--- config.mk ---
export PLATFORM = sky130hd
export DESIGN_NAME = multi_cycle_control_flat
export DESIGN_NICKNAME = d
export VERILOG_FILES = /design/src/rtl/multi_cycle_control_if.sv /design/src/rtl/multi_cycle_control.sv /design/src/flat_wrapper.sv
export SDC_FILE = /design/constraint.sdc
export NUM_CORES = 1
export LEC_CHECK = 0
export CAP_MARGIN = 20
export CORE_MARGIN = 1.5
export CORE_UTILIZATION = 47
export DETAILED_ROUTE_END_ITERATION = 8
export PLACE_DENSITY = 0.87
export SYNTH_ARGS = -nofsm -noshare
export SYNTH_HDL_FRONTEND = slang
export SYNTH_SLANG_ARGS = --single-unit
--- constraint.sdc ---
create_clock -name clk -period 2.4 [get_ports clk]
set_input_delay 0.24 -clock clk [delete_from_list [all_inputs] [get_ports clk]]
set_output_delay 0.24 -clock clk [all_outputs]
set_load 0.005 [all_outputs]
--- src/rtl/multi_cycle_control_if.sv ---
// ---------------------------------------------------------------------------
// multi_cycle_control_if
// Bundles the controller <-> datapath signals of the multi-cycle MIPS core.
//   master modport : the control sequencer (reads opcode/memReady, drives
//                    every enable, select, debug state, illegal, instrCount)
//   slave modport  : the datapath / memory side (the mirror image)
// Handshake: memReady is a single-cycle "done" strobe from memory. In a
// memory state (FETCH, MEMRD, MEMWR) the controller holds its request
// (memRead or memWrite) and all state-advancing strobes until it samples
// memReady=1 on a rising clk edge; memReady is ignored everywhere else.
// ---------------------------------------------------------------------------
interface multi_cycle_control_if #(
  parameter int COUNT_W = 32
);
  logic [5:0]         opcode;
  logic               memReady;
  logic               pcWrite;
  logic               pcWriteCond;
  logic               iorD;
  logic               memRead;
  logic               memWrite;
  logic               memToReg;
  logic               irWrite;
  logic               regWrite;
  logic               regDst;
  logic               aluSrcA;
  logic [1:0]         aluSrcB;
  logic [1:0]         aluOp;
  logic [1:0]         pcSource;
  logic [3:0]         state;
  logic               illegal;
  logic [COUNT_W-1:0] instrCount;

  modport master (
    input  opcode, memReady,
    output pcWrite, pcWriteCond, iorD, memRead, memWrite, memToReg, irWrite,
           regWrite, regDst, aluSrcA, aluSrcB, aluOp, pcSource, state,
           illegal, instrCount
  );

  modport slave (
    output opcode, memReady,
    input  pcWrite, pcWriteCond, iorD, memRead, memWrite, memToReg, irWrite,
           regWrite, regDst, aluSrcA, aluSrcB, aluOp, pcSource, state,
           illegal, instrCount
  );
endinterface

--- src/rtl/multi_cycle_control.sv ---
// ---------------------------------------------------------------------------
// multi_cycle_control
// Main control sequencer for the multi-cycle MIPS datapath. Moore FSM that
// walks fetch/decode/execute/memory/writeback, stalls on memReady, counts
// retired instructions and traps illegal opcodes in an absorbing state.
// Ports:
//   clk   : rising-edge clock
//   rst_n : asynchronous active-low reset
//   bus   : multi_cycle_control_if.master (opcode, memReady in; datapath
//           enables/selects, debug state, illegal, instrCount out)
// ---------------------------------------------------------------------------
module multi_cycle_control #(
  parameter int COUNT_W = 32
) (
  input  logic                         clk,
  input  logic                         rst_n,
  multi_cycle_control_if.master        bus
);

  typedef enum logic [3:0] {
    S_FETCH   = 4'd0,
    S_DECODE  = 4'd1,
    S_MEMADR  = 4'd2,
    S_MEMRD   = 4'd3,
    S_MEMWB   = 4'd4,
    S_MEMWR   = 4'd5,
    S_EXEC    = 4'd6,
    S_RWB     = 4'd7,
    S_BRANCH  = 4'd8,
    S_ADDIEX  = 4'd9,
    S_ADDIWB  = 4'd10,
    S_JUMP    = 4'd11,
    S_ILLEGAL = 4'd12
  } state_t;

  localparam logic [5:0] OP_RTYPE = 6'b000000;
  localparam logic [5:0] OP_J     = 6'b000010;
  localparam logic [5:0] OP_BEQ   = 6'b000100;
  localparam logic [5:0] OP_ADDI  = 6'b001000;
  localparam logic [5:0] OP_LW    = 6'b100011;
  localparam logic [5:0] OP_SW    = 6'b101011;

  state_t               r_state;
  state_t               w_state_next;
  logic                 r_is_sw;
  logic [COUNT_W-1:0]   r_instr_count;
  logic                 w_retire;

  always_ff @(posedge clk or negedge rst_n) begin
    if (!rst_n) begin
      r_state       <= S_FETCH;
      r_is_sw       <= 1'b0;
      r_instr_count <= '0;
    end else begin
      r_state <= w_state_next;
      // opcode is only valid in DECODE, so remember lw vs sw for MEMADR.
      if (r_state == S_DECODE) r_is_sw <= (bus.opcode == OP_SW);
      if (w_retire) r_instr_count <= r_instr_count + COUNT_W'(1);
    end
  end

  // Next state and retirement strobe.
  always_comb begin
    w_state_next = r_state;
    w_retire     = 1'b0;
    case (r_state)
      S_FETCH:   if (bus.memReady) w_state_next = S_DECODE;
      S_DECODE: begin
        case (bus.opcode)
          OP_LW, OP_SW: w_state_next = S_MEMADR;
          OP_RTYPE:     w_state_next = S_EXEC;
          OP_BEQ:       w_state_next = S_BRANCH;
          OP_ADDI:      w_state_next = S_ADDIEX;
          OP_J:         w_state_next = S_JUMP;
          default:      w_state_next = S_ILLEGAL;
        endcase
      end
      S_MEMADR:  w_state_next = r_is_sw ? S_MEMWR : S_MEMRD;
      S_MEMRD:   if (bus.memReady) w_state_next = S_MEMWB;
      S_MEMWR: begin
        if (bus.memReady) begin
          w_state_next = S_FETCH;
          w_retire     = 1'b1;
        end
      end
      S_EXEC:    w_state_next = S_RWB;
      S_ADDIEX:  w_state_next = S_ADDIWB;
      S_MEMWB, S_RWB, S_BRANCH, S_ADDIWB, S_JUMP: begin
        w_state_next = S_FETCH;
        w_retire     = 1'b1;
      end
      S_ILLEGAL: w_state_next = S_ILLEGAL;
      default:   w_state_next = S_ILLEGAL;   // codes 13-15
    endcase
  end

  // Moore output decode; memReady only gates the FETCH strobes.
  always_comb begin
    bus.pcWrite     = 1'b0;
    bus.pcWriteCond = 1'b0;
    bus.iorD        = 1'b0;
    bus.memRead     = 1'b0;
    bus.memWrite    = 1'b0;
    bus.memToReg    = 1'b0;
    bus.irWrite     = 1'b0;
    bus.regWrite    = 1'b0;
    bus.regDst      = 1'b0;
    bus.aluSrcA     = 1'b0;
    bus.aluSrcB     = 2'b00;
    bus.aluOp       = 2'b00;
    bus.pcSource    = 2'b00;
    bus.illegal     = 1'b0;
    case (r_state)
      S_FETCH: begin
        bus.memRead = 1'b1;
        bus.aluSrcB = 2'b01;
        // rst_n term keeps write strobes quiet while reset is held.
        bus.irWrite = bus.memReady & rst_n;
        bus.pcWrite = bus.memReady & rst_n;
      end
      S_DECODE:  bus.aluSrcB = 2'b11;
      S_MEMADR, S_ADDIEX: begin
        bus.aluSrcA = 1'b1;
        bus.aluSrcB = 2'b10;
      end
      S_MEMRD: begin
        bus.memRead = 1'b1;
        bus.iorD    = 1'b1;
      end
      S_MEMWB: begin
        bus.regWrite = 1'b1;
        bus.memToReg = 1'b1;
      end
      S_MEMWR: begin
        bus.memWrite = 1'b1;
        bus.iorD     = 1'b1;
      end
      S_EXEC: begin
        bus.aluSrcA = 1'b1;
        bus.aluOp   = 2'b10;
      end
      S_RWB: begin
        bus.regWrite = 1'b1;
        bus.regDst   = 1'b1;
      end
      S_BRANCH: begin
        bus.aluSrcA     = 1'b1;
        bus.aluOp       = 2'b01;
        bus.pcWriteCond = 1'b1;
        bus.pcSource    = 2'b01;
      end
      S_ADDIWB:  bus.regWrite = 1'b1;
      S_JUMP: begin
        bus.pcWrite  = 1'b1;
        bus.pcSource = 2'b10;
      end
      S_ILLEGAL: bus.illegal = 1'b1;
      default: ;
    endcase
  end

  assign bus.state      = r_state;
  assign bus.instrCount = r_instr_count;

endmodule

--- src/flat_wrapper.sv ---
// flat-port wrapper written by rule: the top's interface ports become plain ports
module multi_cycle_control_flat 
#(
  parameter int COUNT_W = 32
)
  (clk, rst_n, bus_opcode, bus_memReady, bus_pcWrite, bus_pcWriteCond, bus_iorD, bus_memRead, bus_memWrite, bus_memToReg, bus_irWrite, bus_regWrite, bus_regDst, bus_aluSrcA, bus_aluSrcB, bus_aluOp, bus_pcSource, bus_state, bus_illegal, bus_instrCount);
  multi_cycle_control_if #(.COUNT_W(COUNT_W)) bus_i ();
  input  logic clk;
  input  logic rst_n;
  input wire logic [$bits(bus_i.opcode)-1:0] bus_opcode;
  input wire logic [$bits(bus_i.memReady)-1:0] bus_memReady;
  output wire logic [$bits(bus_i.pcWrite)-1:0] bus_pcWrite;
  output wire logic [$bits(bus_i.pcWriteCond)-1:0] bus_pcWriteCond;
  output wire logic [$bits(bus_i.iorD)-1:0] bus_iorD;
  output wire logic [$bits(bus_i.memRead)-1:0] bus_memRead;
  output wire logic [$bits(bus_i.memWrite)-1:0] bus_memWrite;
  output wire logic [$bits(bus_i.memToReg)-1:0] bus_memToReg;
  output wire logic [$bits(bus_i.irWrite)-1:0] bus_irWrite;
  output wire logic [$bits(bus_i.regWrite)-1:0] bus_regWrite;
  output wire logic [$bits(bus_i.regDst)-1:0] bus_regDst;
  output wire logic [$bits(bus_i.aluSrcA)-1:0] bus_aluSrcA;
  output wire logic [$bits(bus_i.aluSrcB)-1:0] bus_aluSrcB;
  output wire logic [$bits(bus_i.aluOp)-1:0] bus_aluOp;
  output wire logic [$bits(bus_i.pcSource)-1:0] bus_pcSource;
  output wire logic [$bits(bus_i.state)-1:0] bus_state;
  output wire logic [$bits(bus_i.illegal)-1:0] bus_illegal;
  output wire logic [$bits(bus_i.instrCount)-1:0] bus_instrCount;
  assign bus_i.opcode = bus_opcode;
  assign bus_i.memReady = bus_memReady;
  assign bus_pcWrite = bus_i.pcWrite;
  assign bus_pcWriteCond = bus_i.pcWriteCond;
  assign bus_iorD = bus_i.iorD;
  assign bus_memRead = bus_i.memRead;
  assign bus_memWrite = bus_i.memWrite;
  assign bus_memToReg = bus_i.memToReg;
  assign bus_irWrite = bus_i.irWrite;
  assign bus_regWrite = bus_i.regWrite;
  assign bus_regDst = bus_i.regDst;
  assign bus_aluSrcA = bus_i.aluSrcA;
  assign bus_aluSrcB = bus_i.aluSrcB;
  assign bus_aluOp = bus_i.aluOp;
  assign bus_pcSource = bus_i.pcSource;
  assign bus_state = bus_i.state;
  assign bus_illegal = bus_i.illegal;
  assign bus_instrCount = bus_i.instrCount;
  multi_cycle_control #(.COUNT_W(COUNT_W)) u_core (.clk(clk), .rst_n(rst_n), .bus(bus_i));
endmodule
== After elaboration in Yosys (flattened, before gate mapping) ==
Cells that the tools add are included.

* Add/sub/neg operators: 1
* Equality and inequality tests: 20
* Muxes and demuxes: 22
* Bitwise operators: 1
* Reduce and logical (&&, ||, !) cells: 10

{| class="wikitable"
|+ Operators by type and width
! kind !! number
|-
| $add A32 B1 Y32 const B || 1
|-
| $pmux W4 S8 || 1
|-
| $eq A4 B4 Y1 const B || 5
|-
| $pmux W4 S5 || 1
|-
| $eq A4 B3 Y1 const B || 4
|-
| $eq A6 B6 Y1 const B || 2
|-
| $mux W4 || 3
|-
| $mux W1 || 11
|-
| $eq A4 B2 Y1 const B || 2
|-
| $pmux W2 S2 || 2
|-
| $reduce_or A2 Y1 || 4
|-
| $eq A6 B2 Y1 const B || 1
|-
| $eq A6 B3 Y1 const B || 1
|-
| $eq A6 B4 Y1 const B || 1
|-
| $logic_not A6 Y1 || 1
|-
| $ne A2 B2 Y1 const B || 3
|-
| $pmux W2 S3 || 1
|-
| $reduce_or A5 Y1 || 1
|-
| $eq A4 B1 Y1 const B || 1
|-
| $logic_not A4 Y1 || 1
|-
| $pmux W1 S2 || 2
|-
| $reduce_or A4 Y1 || 1
|-
| $mux W3 || 1
|-
| $reduce_and A3 Y1 || 1
|-
| other kinds (2) || 2
|}

* Bits in registers: 37
* Input bits: 9
* Output and inout bits: 53
* Logic and storage cells: 57

== Logic depth before layout (Yosys ltp) ==
* Word-level depth: 4
* Mapped depth: 7
* Gate-level depth less buffers: 6

== Worst setup path before layout ==
Ideal clock, no wire load.

* Path kind: reg-to-reg
* Start: register u_core.r_instr_count[14] (netlist: u_core.bus.instrCount[14])
* End: register u_core.r_instr_count[31] (netlist: u_core.bus.instrCount[31])
* Library setup time: 0.079 ns
* Arrival time: 2.026 ns
* Required time: 2.321 ns
* Path slack: 0.295 ns
* Cell stages (with the launch flop): 8
* Buffers on the path: 2
* Clock period less this slack: 2.105 ns
* Path through: dfrtp_1 > nand4_2 > or3_1 > buf_2 > or4_4 > buf_6 > nor4_4 > xor2_1

* Longest elaborated chain between the ends: 1

{| class="wikitable"
|+ RTL lines
! what !! line !! RTL
|-
| start, declared || multi_cycle_control.sv:46 || <nowiki>logic [COUNT_W-1:0] r_instr_count;</nowiki>
|-
| start signal, assigned || multi_cycle_control.sv:58 || <nowiki>if (w_retire) r_instr_count <= r_instr_count + COUNT_W'(1);</nowiki>
|-
| $add A32 B1 Y32 || multi_cycle_control.sv:58 ||
|}

No other way between the ends.
A chain may end at the register's enable or synchronous reset.

== Worst setup path in the final report ==
* Start: register u_core.r_state[3] (netlist: u_core.bus.state[3])
* End: output port bus_memRead

* Longest elaborated chain between the ends: 3
* Elaborated cells between the ends (all ways): 4
* Those cells by class: 1 x eq/ne; 1 x mux; 2 x reduce/logical

{| class="wikitable"
|+ RTL lines
! what !! line !! RTL
|-
| start, declared || multi_cycle_control.sv:43 || <nowiki>state_t r_state;</nowiki>
|-
| start signal, assigned || multi_cycle_control.sv:55 || <nowiki>r_state <= w_state_next;</nowiki>
|-
| $eq A4 B2 Y1 or $logic_not A4 Y1 (tied branches) || multi_cycle_control.sv:113 || <nowiki>case (r_state)</nowiki>
|-
| $reduce_or A2 Y1 (no line) (*) || -- ||
|-
| $mux W1 (*) || multi_cycle_control.sv:113 ||
|-
| end, declared || flat_wrapper.sv:15 || <nowiki>output wire logic [$bits(bus_i.memRead)-1:0] bus_memRead;</nowiki>
|}

Every way passes the cells marked *; elsewhere a longest branch is shown, timed or not.

==> flow_metrics.tcl <==
set metrics [dict create \
    clock-sinks 37 \
    max-slew-margin-rel_pct 66.96 \
    nets 289 \
    ys_async_sr_fraction_pct 100.0 \
    cts_hold_buf 0 \
    synth-edff-count 0 \
    cts_max_level 2 \
    die_area_sq_mm 0.004679 \
    setup_tns_ps 0 \
    placedCellCount 322 \
    wirelength_mm 4.596 \
    yosys.area.top_type "dfrtp_1" \
    final_common_cell "clkdlybuf4s50_1" \
    drv_cap 0 \
    r2r_cells 5 \
    vias 1765 \
    ys.flop_type "dfrtp_1" \
    antenna_found_initial 0 \
    grt_max_degree 38 \
    grtUsageTotal_pct 21.04 \
    period_needed_ps 2319 \
    hold_class "in2async" \
    vias_per_cell 5.348 \
    reg2reg_slack_ps 260 \
    worstPathRequired_ps 2160 \
    cts_resized 0 \
    io_buffers 61 \
    first_pass_iters 4 \
    yosysTopAreaCellShare_pct 46.05 \
    antenna_cells 0 \
    netlist_area_sq_mm 0.002011 \
    syn_avg_cell_area_sq_um 9.352 \
    cp.arrival_ps 2080 \
    layoutNonFillerInstCount 330 \
    dieHeight_microns 68.41 \
    r2r-start "u_core.bus.instrCount[14]" \
    synth_nets 225 \
    root_buffer "clkbuf_8" \
    cts_tree "built" \
    multi_input_area_sq_um 997.2 \
    wl_met3_microns 221 \
    cp-start-kind "flip-flop" \
    gp_congestion 0.8240 \
    n_fill_cell 326 \
    grt_setup_unrepaired "no" \
    synthTopCellsByArea "dfrtp_1 (46%), xnor2_1 (8.3%), xor2_1 (6.1%), nor2_1 (4.9%), nand3_1 (4.5%)" \
    drtAntennaViolNets 0 \
    max_freq_mhz 431.2 \
    route.detailed.wl_per_inst_microns 13.93 \
    yosys_register_bits 37 \
    status "complete, no violations" \
    setup_viol 0 \
    crit_fanout 8 \
    drt-met1-wl_mm 2.107 \
    period_share_pct 96.63 \
    slew_viol_final 0 \
    drive_gt1_share_pct 8.571 \
    power.leakage_uw 0.001181 \
    cts_buffers 5 \
    end_kind "output port" \
    path_clk_slew_ps 70 \
    grt_pass1_vias 1641 \
    ir_drop_uv 768.1 \
    insertion_delay_ps 290 \
    worst_pin_slew_ps 491.0 \
    regArea_sq_um 928.4 \
    hpwl_mm 3.469 \
    fin_total_pwr_uw 2393 \
    layout_common_cells "clkdlybuf4s50_1 (60), dfrtp_1 (35), nor2_1 (26)" \
    drc 0 \
    io_pins 62 \
    routed.top_layer "met4" \
    fin_skew_ps 7.177 \
    drt_iter0_drc 65 \
    critPathLaunch "u_core.bus.state[3]" \
    die_w_microns 68.41 \
    cp-endpoint "bus_memRead" \
    timing_worst_setup_path_type "reg2out" \
    clockBufferDepth 2 \
    worstReg2RegEnd "u_core.bus.instrCount[27]" \
    area_growth_pct 37.09 \
    grt-ovfl-total 0 \
    ys_seq_area_share_pct 46.05 \
    fp.coreArea_sq_mm 0.004058 \
    pwr_density_cell_mw_per_mm2 868.2 \
    synthCells 215 \
    synth.distinct_cells 38 \
    start_util_pct 49.55 \
    cts_setup_buffers 0 \
    rows 23 \
    yosys_warnings 0 \
    hold_viol 0 \
    route.met2.wl_mm 2.127 \
    grt_pass1_wl_mm 7.355 \
]
==> layout make-up <==
class | instances | share of cell area (%)
multi-input combinational | 158 | 36.18
sequential | 37 | 33.68
timing repair buffer | 67 | 23.60
clock buffer | 8 | 2.905
tap | 50 | 2.270
inverter | 10 | 1.362
==> how the worst min path moves through the flow <==
stage | startpoint | depth (start not counted) | end
2_1_floorplan | rst_n | 0 | u_core.bus.instrCount[0]
3_3_place_gp | rst_n | 2 | u_core.bus.instrCount[29]
3_5_place_dp | rst_n | 2 | u_core.bus.instrCount[29]
4_1_cts | rst_n | 2 | u_core.bus.instrCount[21]
5_1_grt | rst_n | 2 | u_core.bus.instrCount[29]
6_report | rst_n | 2 | u_core.bus.instrCount[29]
==> stage by stage <==
step	area (sq um)	utilization [%]	worst slack, ps	hold slack [ps]
2_1_floorplan	2011	-	294.5	-55.59
3_3_place_gp	2674	65.90	326.3	357.7
3_5_place_dp	2674	65.90	255.8	365.3
4_1_cts	2754	67.87	41.92	55.60
5_1_grt	2756	67.93	4.748	65.04
6_report	2756	67.93	80.95	37.49
==> state kept, by name, indices dropped and copies added (netlist names) <==
signal,count
u_core.bus.state,4
u_core.bus.instrCount,32
u_core.r_is_sw,1
==> critical path: stages (launching register included) <==
cell and delay (ps):
dfrtp_1 460, buf_4 200, or2_2 300, nor3_1 280, clkdlybuf4s50_1 570
==> power breakdown <==
part	internal (uW)	switching [uW]	leakage (uW)	total, uW
sequential	719	165	0.000472	884
clock	206	201	0.0000395	407
combinational	619	483	0.000669	1100
==> cell families (layout without fill, tap and decap cells) <==
group	after synthesis	after routing	synth area share (%)
and+or+nand+nor	96	96	25.08
buffers and inverters	20	85	4.356
adders and majority gates	1	1	0.6222
AOI/OAI and AO/OA	25	25	7.965
xor gates and xnor gates	33	33	14.37
DFF	37	37	46.05
muxes	3	3	1.556
==> per-layer routing <==
layer | vias up | GRT usage, %
li1 | 862 | -
met1 | 840 | 28.29
met2 | 50 | 31.37
met3 | 13 | 4.934
met4 | 0 | 10.75
met5 | - | 0
==> cells in the mapped netlist, types with 2 or more instances <==
master and n:
nor3_1 9, o21ai_0 4, or2_2 3, and3_1 3
nand4_1 5, xor2_1 14, a21o_1 2, nor2_1 26
nand2_1 14, mux2i_1 2, nand2b_1 4, nor3_2 3
o31ai_1 4, clkbuf_1 7, dfrtp_1 37, a21oi_1 7
xnor2_1 19, nor2b_1 3, inv_1 10, nand3_1 18
nor4_1 4
No activity file was read; power rests on OpenSTA's default activity.
